<file path="src/rtl/encoder_poll_sched.sv">
`default_nettype none
// ============================================================================
//  Module   : encoder_poll_sched
//  Purpose  : Schedules encoder acquisitions. Merges a periodic poll timer and
//             single-shot host requests into one transaction stream, pulses
//             the encoder key, waits for the frame result, retries on bad CRC
//             or timeout, and reports good samples or abandoned transactions.
//  Options  : STAMP_EN - capture a free-running cycle count at each key rising
//             edge and publish it as sample_stamp with every good sample.
//  Revision : 1.0 - initial release
// ============================================================================
module encoder_poll_sched #(
  parameter int KEY_WIDTH   = 10,
  parameter int TIMEOUT_CYC = 5000,
  parameter int GAP_CYC     = 200,
  parameter int MAX_RETRY   = 2
) (
  input  logic        clk,
  input  logic        rst,
  input  logic        enable,
  input  logic [23:0] period,
  input  logic        host_req,
  input  logic        frame_done,
  input  logic        crc_ok,
  input  logic [31:0] frame_data,
  output logic        key,
  output logic        busy,
  output logic        sample_valid,
  output logic [31:0] sample_data,
  output logic        fail_pulse,
  output logic [15:0] fail_cnt,
  output logic [31:0] sample_stamp
);

  localparam logic [31:0] KEY_LAST  = 32'(KEY_WIDTH - 1);
  localparam logic [31:0] TMO_LAST  = 32'(TIMEOUT_CYC - 1);
  localparam logic [31:0] GAP_LAST  = 32'(GAP_CYC - 1);
  localparam logic [7:0]  RETRY_MAX = 8'(MAX_RETRY);

  typedef enum logic [1:0] {
    S_IDLE = 2'd0,
    S_TRIG = 2'd1,
    S_WAIT = 2'd2,
    S_GAP  = 2'd3
  } state_t;

  state_t      state, state_nxt;
  logic [31:0] cnt;
  logic [7:0]  retry_cnt;
  logic [23:0] per_cnt;
  logic        poll_pend, host_pend;
  logic        tmr_run, tmr_wrap;
  logic        start, good, retry, give_up;

  // Timer runs only when polling is enabled with a non-zero period; the >=
  // compare lets a shrunk period take effect without a full 24-bit wrap.
  assign tmr_run  = enable && (period != 24'd0);
  assign tmr_wrap = tmr_run && (per_cnt >= (period - 24'd1));

  // Poll period counter
  always_ff @(posedge clk) begin
    if (rst || !tmr_run) per_cnt <= 24'd0;
    else if (tmr_wrap)   per_cnt <= 24'd0;
    else                 per_cnt <= per_cnt + 24'd1;
  end

  // Pending request flags; a new request on the clearing cycle wins
  always_ff @(posedge clk) begin
    if (rst) begin
      poll_pend <= 1'b0;
      host_pend <= 1'b0;
    end else begin
      if (!tmr_run)     poll_pend <= 1'b0;
      else if (tmr_wrap) poll_pend <= 1'b1;
      else if (start)   poll_pend <= 1'b0;
      if (host_req)     host_pend <= 1'b1;
      else if (start)   host_pend <= 1'b0;
    end
  end

  // Next-state and transaction decisions; frame_done beats a same-cycle timeout
  always_comb begin
    state_nxt = state;
    start     = 1'b0;
    good      = 1'b0;
    retry     = 1'b0;
    give_up   = 1'b0;
    case (state)
      S_IDLE: begin
        if (poll_pend || host_pend) begin
          state_nxt = S_TRIG;
          start     = 1'b1;
        end
      end
      S_TRIG: begin
        if (cnt == KEY_LAST) state_nxt = S_WAIT;
      end
      S_WAIT: begin
        if (frame_done && crc_ok) begin
          good      = 1'b1;
          state_nxt = S_IDLE;
        end else if (frame_done || (cnt == TMO_LAST)) begin
          if (retry_cnt < RETRY_MAX) begin
            retry     = 1'b1;
            state_nxt = S_GAP;
          end else begin
            give_up   = 1'b1;
            state_nxt = S_IDLE;
          end
        end
      end
      S_GAP: begin
        if (cnt == GAP_LAST) state_nxt = S_TRIG;
      end
      default: state_nxt = S_IDLE;
    endcase
  end

  // State register, per-state cycle counter and retry count
  always_ff @(posedge clk) begin
    if (rst) begin
      state     <= S_IDLE;
      cnt       <= 32'd0;
      retry_cnt <= 8'd0;
    end else begin
      state <= state_nxt;
      if ((state_nxt != state) || (state == S_IDLE)) cnt <= 32'd0;
      else                                           cnt <= cnt + 32'd1;
      if (start)      retry_cnt <= 8'd0;
      else if (retry) retry_cnt <= retry_cnt + 8'd1;
    end
  end

  // Registered outputs: key follows TRIG one cycle late, result strobes
  always_ff @(posedge clk) begin
    if (rst) begin
      key          <= 1'b0;
      sample_valid <= 1'b0;
      sample_data  <= 32'd0;
      fail_pulse   <= 1'b0;
      fail_cnt     <= 16'd0;
    end else begin
      key          <= (state == S_TRIG);
      sample_valid <= good;
      fail_pulse   <= give_up;
      if (good) sample_data <= frame_data;
      if (give_up && (fail_cnt != 16'hFFFF)) fail_cnt <= fail_cnt + 16'd1;
    end
  end

  assign busy = (state != S_IDLE);

`ifdef STAMP_EN
  logic [31:0] cyc;
  logic [31:0] stamp_cap;

  // Free-running cycle count, captured as the count of the first key-high cycle
  always_ff @(posedge clk) begin
    if (rst) begin
      cyc          <= 32'd0;
      stamp_cap    <= 32'd0;
      sample_stamp <= 32'd0;
    end else begin
      cyc <= cyc + 32'd1;
      if ((state == S_TRIG) && !key) stamp_cap <= cyc + 32'd1;
      if (good) sample_stamp <= stamp_cap;
    end
  end
`else
  assign sample_stamp = 32'h0;
`endif

endmodule
`default_nettype wire
</file>
<file path="config.mk">
export PLATFORM = sky130hd
export DESIGN_NAME = encoder_poll_sched
export DESIGN_NICKNAME = d
export VERILOG_FILES = /design/src/rtl/encoder_poll_sched.sv
export SDC_FILE = /design/constraint.sdc
export NUM_CORES = 1
export LEC_CHECK = 0
export ABC_AREA = 1
export BUFFER_PORTS_ARGS = -buffer_cell sky130_fd_sc_hd__buf_4
export CAP_MARGIN = 20
export CELL_PAD_IN_SITES_DETAIL_PLACEMENT = 0
export CELL_PAD_IN_SITES_GLOBAL_PLACEMENT = 1
export CORE_ASPECT_RATIO = 1.1
export CORE_MARGIN = 2
export CORE_UTILIZATION = 36
export CTS_CLUSTER_SIZE = 20
export DETAILED_ROUTE_END_ITERATION = 8
export PLACE_DENSITY_LB_ADDON = 0.15
export SLEW_MARGIN = 10
export SYNTH_ARGS = -nofsm -noshare
export SYNTH_HDL_FRONTEND = slang
export SYNTH_SLANG_ARGS = --single-unit
</file>
<file path="constraint.sdc">
create_clock -name clk -period 2.5 [get_ports clk]
set_input_delay 0.25 -clock clk [delete_from_list [all_inputs] [get_ports clk]]
set_output_delay 0.25 -clock clk [all_outputs]
set_load 0.03 [all_outputs]
</file>
======== Word-level counts from Yosys, hierarchy flattened ========
Index checks and enable logic that the tools add are counted.
W data, S select, Z words.
operators by class
  add/sub/neg operators ................... 5
  magnitude comparators ................... 2
  eq/ne operators ......................... 8
  muxes and demuxes ....................... 22
  bitwise logic cells ..................... 1
  reduce and logical (&&, ||, !) cells .... 18
operators with widths
  cell                     number
  $add A32 B1 Y32 const B  1
  $eq A32 B13 Y1 const B   1
  $eq A32 B4 Y1 const B    1
  $eq A32 B8 Y1 const B    1
  $add A24 B1 Y24 const B  1
  $ge A24 B24 Y1           1
  $reduce_bool A24 Y1      1
  $sub A24 B1 Y24 const B  1
  $add A16 B1 Y16 const B  1
  $ne A16 B16 Y1 const B   1
  $mux W1                  15
  $mux W2                  6
  $add A8 B1 Y8 const B    1
  $lt A8 B2 Y1 const B     1
  $pmux W2 S4              1
  $reduce_or A2 Y1         4
  $reduce_bool A2 Y1       3
  $eq A2 B2 Y1 const B     2
  $logic_and A1 B1 Y1      4
  $logic_or A1 B1 Y1       4
  $eq A2 B1 Y1 const B     1
  $logic_not A2 Y1         1
  $ne A2 B2 Y1             1
  $logic_not A1 Y1         1
  $not A1 Y1               1
word-level totals
  register bits ........................... 119
  bits of input ports ..................... 62
  word-level logic and storage cells ...... 67

======== Depth between registers and ports, before layout ========
  depth in word-level cells ............... 8
  mapped depth ............................ 19
  gate-level depth less buffers ........... 19

======== Worst setup path before layout ========
Ideal clock, no wire load.
  path kind ............................... input port to flip-flop
  start ................................... in period[7]
  end ..................................... reg per_cnt[0]
  setup time .............................. 0.120 ns
  data arrival time ....................... 2.524 ns
  required time ........................... 2.380 ns
  setup slack ............................. -0.145 ns
  cell stages on the path ................. 14
  cells stage by stage .................... or2_2 > nor3_1 > nand2_1 > nor2_2 > nand3_1 > nor3_2 > xor2_1 > ha_1 > nand4_1 > nor3_1 > nand4_1 > nand4_1 > buf_2 > nor2_1
on the way
  word-level cells in the longest chain between the ends .. 5
RTL lines
  element                                                  line  text
  from (decl)                                              21    input logic [23:0] period,
  branches (longest 4 deep; another with $sub A24 B1 Y24)  -
  $reduce_or A2 Y1 (no line) *                             -
  to (signal assigned)                                     64    else per_cnt <= per_cnt + 24'd1;
  to (decl)                                                50    logic [23:0] per_cnt;
Mark *: on every way between the ends.
A chain may end at the register's enable or synchronous reset.

======== Worst setup path after layout ========
  start ................................... in period[11]
  end ..................................... reg per_cnt[10]
Same word-level chain as after synthesis.

==> impl_metrics.ini <==
[routing]
drc = 0
wl_per_cell_um = 12.48
antenna_left = 0
viasPerCell = 4.486
dr_total_vias = 6496
dr.pass1.iters = 5
first_iter_violations = 286
totalWireLength_um = 18070

[clocking]
clockBufferDepth = 2
tritoncts = yes
cts_buffers = 17
cts_resized = 0
cts.sinks = 119
clock_latency_ns = 0.42
ctsHoldBuffers = 0
clk_pin_slew_worst_paths_ns = 0.06
post_cts_buffers = 0
htreeDepth = 4
cts_root_buffer = clkbuf_16

[sta]
rsz0062_at_grt = true
slew-limit-headroom_pct = 58.34
setup_violations = 0
setup_tns_ns = 0
hold_viol_final = 0
tightest_slew_ns = 0.6202
fin_crit_ns = 2.318
period_share_pct = 92.73
fin_ws_ns = 0.1818
slew_violations = 0
fmax_ghz = 0.4314
worst_clock_skew_ns = 0.01183

[setup_path]
start_kind = primary input
cp.arrival_ns = 2.67
cp.depth = 17
crit_type = primary input to register
critPathCaptureType = register
slowest_stage = or2_2
cpMostUsedCell = nor2_1
slowest_delay_ns = 0.29
reg2reg_depth = 10
worst-path-buf-inv = 2
reg2reg_setup_slack_ns = 0.43
cp-endpoint = per_cnt[10]$_SDFF_PP0_
regToRegEndpoint = cnt[20]$_SDFF_PP0_
cp_top_family = simple AND/OR/NAND/NOR gates
r2r_start = state[0]$_SDFF_PP0_
critical_path_peak_fanout = 24
cp-startpoint = period[11]
crit_required_ns = 2.85
cp_cell_sequence = buf_4 -> or2_2 -> nor3_1 -> nand2_1 -> nor2_4 -> nand3_2 -> nor2_1 -> xnor2_1 -> ha_1 -> a21oi_1 -> nor2_1 -> nor3_1 -> o21ai_1 -> a21oi_1 -> nand4_1 -> buf_12 -> nor2_1

[place]
gp_congestion = 0.8689
portBuffers = 113
place_ws_ns = -0.2893
placed_area_um2 = 8517
hpwl_um = 13910

[die]
rows = 54
core-area_um2 = 19660
chipWidth_um = 138.4
dieArea_um2 = 21020
die_h_um = 151.9
start_util_pct = 36.39
pin_count = 146

[power_and_ir_drop]
power.leakage_nw = 3.945
power_mw = 4.906
peakVddDrop_mv = 0.4178
power_density_nw_per_um2 = 535.9

[synth]
synth.distinct_cells = 37
synth_edf_count = 0
synth.avg_cell_area_um2 = 7.002
synth_top_area_share_pct = 33.29
yosysTopAreaCell = dfxtp_1
postSynth.asyncResetShare_pct = 0
ys_warn_count = 0
synthTopCellsByArea = dfxtp_1 (33%), nor2_1 (11%), nand2_1 (8.5%)
ys.flop_type = dfxtp_1
synth_seq_cells = 119
yosysSeqAreaShare_pct = 33.29
synthTopCellsByCount = nor2_1 (210), nand2_1 (162), inv_1 (125)
yosysMostFrequentCell = nor2_1
netlist_area_um2 = 7156
synth_cells = 1022

[run]
drv_cap = 0

[global_routing]
antenna_found_initial = 0
grt_pass1_wl_um = 30040
grt_use_total_pct = 17.37
grt_overflow_total = 0
grt_pass1_vias = 6194
grt_max_degree = 35

[worst_hold_path]
holdCritPathClass = primary input to register

[cells_and_area]
fillers = 2058
syn2layout_area_growth_pct = 27.92
final_nets = 1275
diodes = 0
final_core_util_pct = 46.56
final_area_um2 = 9154
drive_above_1_share_pct = 21.24

[status]
status = finished, final reports clean
==> stage by stage <==
| stage | cells | hold slack [ns] |
|---|---|---|
| final | 1448 | 0.05289 |
| after global routing | 1448 | 0.04267 |
| after detailed placement | 1416 | 0.4298 |
| after CTS | 1448 | 0.03701 |
| after global placement | 1416 | 0.4252 |
| after floorplan | 1053 | 0.3674 |
==> worst register-to-register path, stage by stage (launching register included) <==
cell	delay (ns)
dfxtp_1	0.41
nor2_2	0.07
inv_1	0.07
nor2_2	0.05
inv_2	0.44
o21ai_0	0.21
nor2_1	0.21
nand3_2	0.11
nand3_4	0.09
buf_12	0.21
nor2_1	0.09
==> logic make-up after synthesis <==
| family | share of synthesized area (%) |
|---|---|
| DFF | 33.29 |
| buffers and inverters | 11.70 |
| AOI/OAI and AO/OA | 5.036 |
| other | 0.05241 |
| adders and majority gates | 5.246 |
| xor gates and xnor gates | 10.40 |
| and+or+nand+nor | 34.27 |
==> layout by cell type (no fill, tap or decap), types with 2 or more instances in the layout <==
master	n
nor3_4	2
ha_1	30
nor3b_1	2
nand2_2	4
or2_2	3
nor2_2	25
o21a_1	2
xnor2_1	31
nand2_1	160
nand3b_1	3
buf_4	161
nand4_1	18
nor4_1	8
clkbuf_16	17
nor3_1	35
inv_1	124
buf_12	2
nand3_1	46
nand2_4	3
nor2_1	209
nand3_2	4
xor2_1	54
a21oi_1	28
bufinv_16	4
clkinv_4	4
inv_2	3
nor3_2	6
inv_6	3
o21ai_0	37
dfxtp_1	119
conb_1	32
nor2_4	5
==> layer usage <==
layer | track usage, % | vias up | part of all wire [%]
met4 | 5.491 | 0 | 1.9
met1 | 21.52 | 2897 | 45
met5 | 0 | - | 0
met2 | 30.06 | 109 | 49
li1 | - | 3462 | -
met3 | 3.845 | 28 | 3.4
==> flip-flops by register name, summed over array words and instances, names as in the netlist <==
| signal | flops |
|---|---|
| per_cnt | 24 |
| host_pend | 1 |
| retry_cnt | 8 |
| state | 2 |
| key | 1 |
| fail_cnt | 16 |
| cnt | 32 |
| fail_pulse | 1 |
| sample_data | 32 |
| sample_valid | 1 |
| poll_pend | 1 |
==> cell type report <==
class	instances	area, um2	share of cell area [%]
multi-input cells	755	4094	44.72
flip-flops and latches	119	2382	26.03
well taps	252	315.3	3.445
inverters	127	476.7	5.208
clock inverters	13	193.9	2.119
clock buffers	19	442.9	4.839
repair buffers	163	1249	13.64
==> how the worst min path moves through the flow <==
stage	slack [ns]	from	end	depth (start not counted)
after global routing	0.04	host_req	host_pend$_SDFFE_PP0P_	3
final	0.05	host_req	host_pend$_SDFFE_PP0P_	3
after CTS	0.04	frame_data[16]	sample_data[16]$_SDFFE_PP0P_	3
after global placement	0.43	retry_cnt[7]$_SDFFE_PP0P_	retry_cnt[7]$_SDFFE_PP0P_	2
after floorplan	0.37	host_req	host_pend$_SDFFE_PP0P_	2
after detailed placement	0.43	retry_cnt[7]$_SDFFE_PP0P_	retry_cnt[7]$_SDFFE_PP0P_	2
==> report_power, final <==
part | switching (mW) | leakage [nW] | internal, mW
Sequential | 0.00576 | 0.959 | 1.90
Combinational | 0.199 | 2.68 | 0.145
Clock | 0.945 | 0.309 | 1.71
Note: power is estimated with default switching activity, not from simulation.
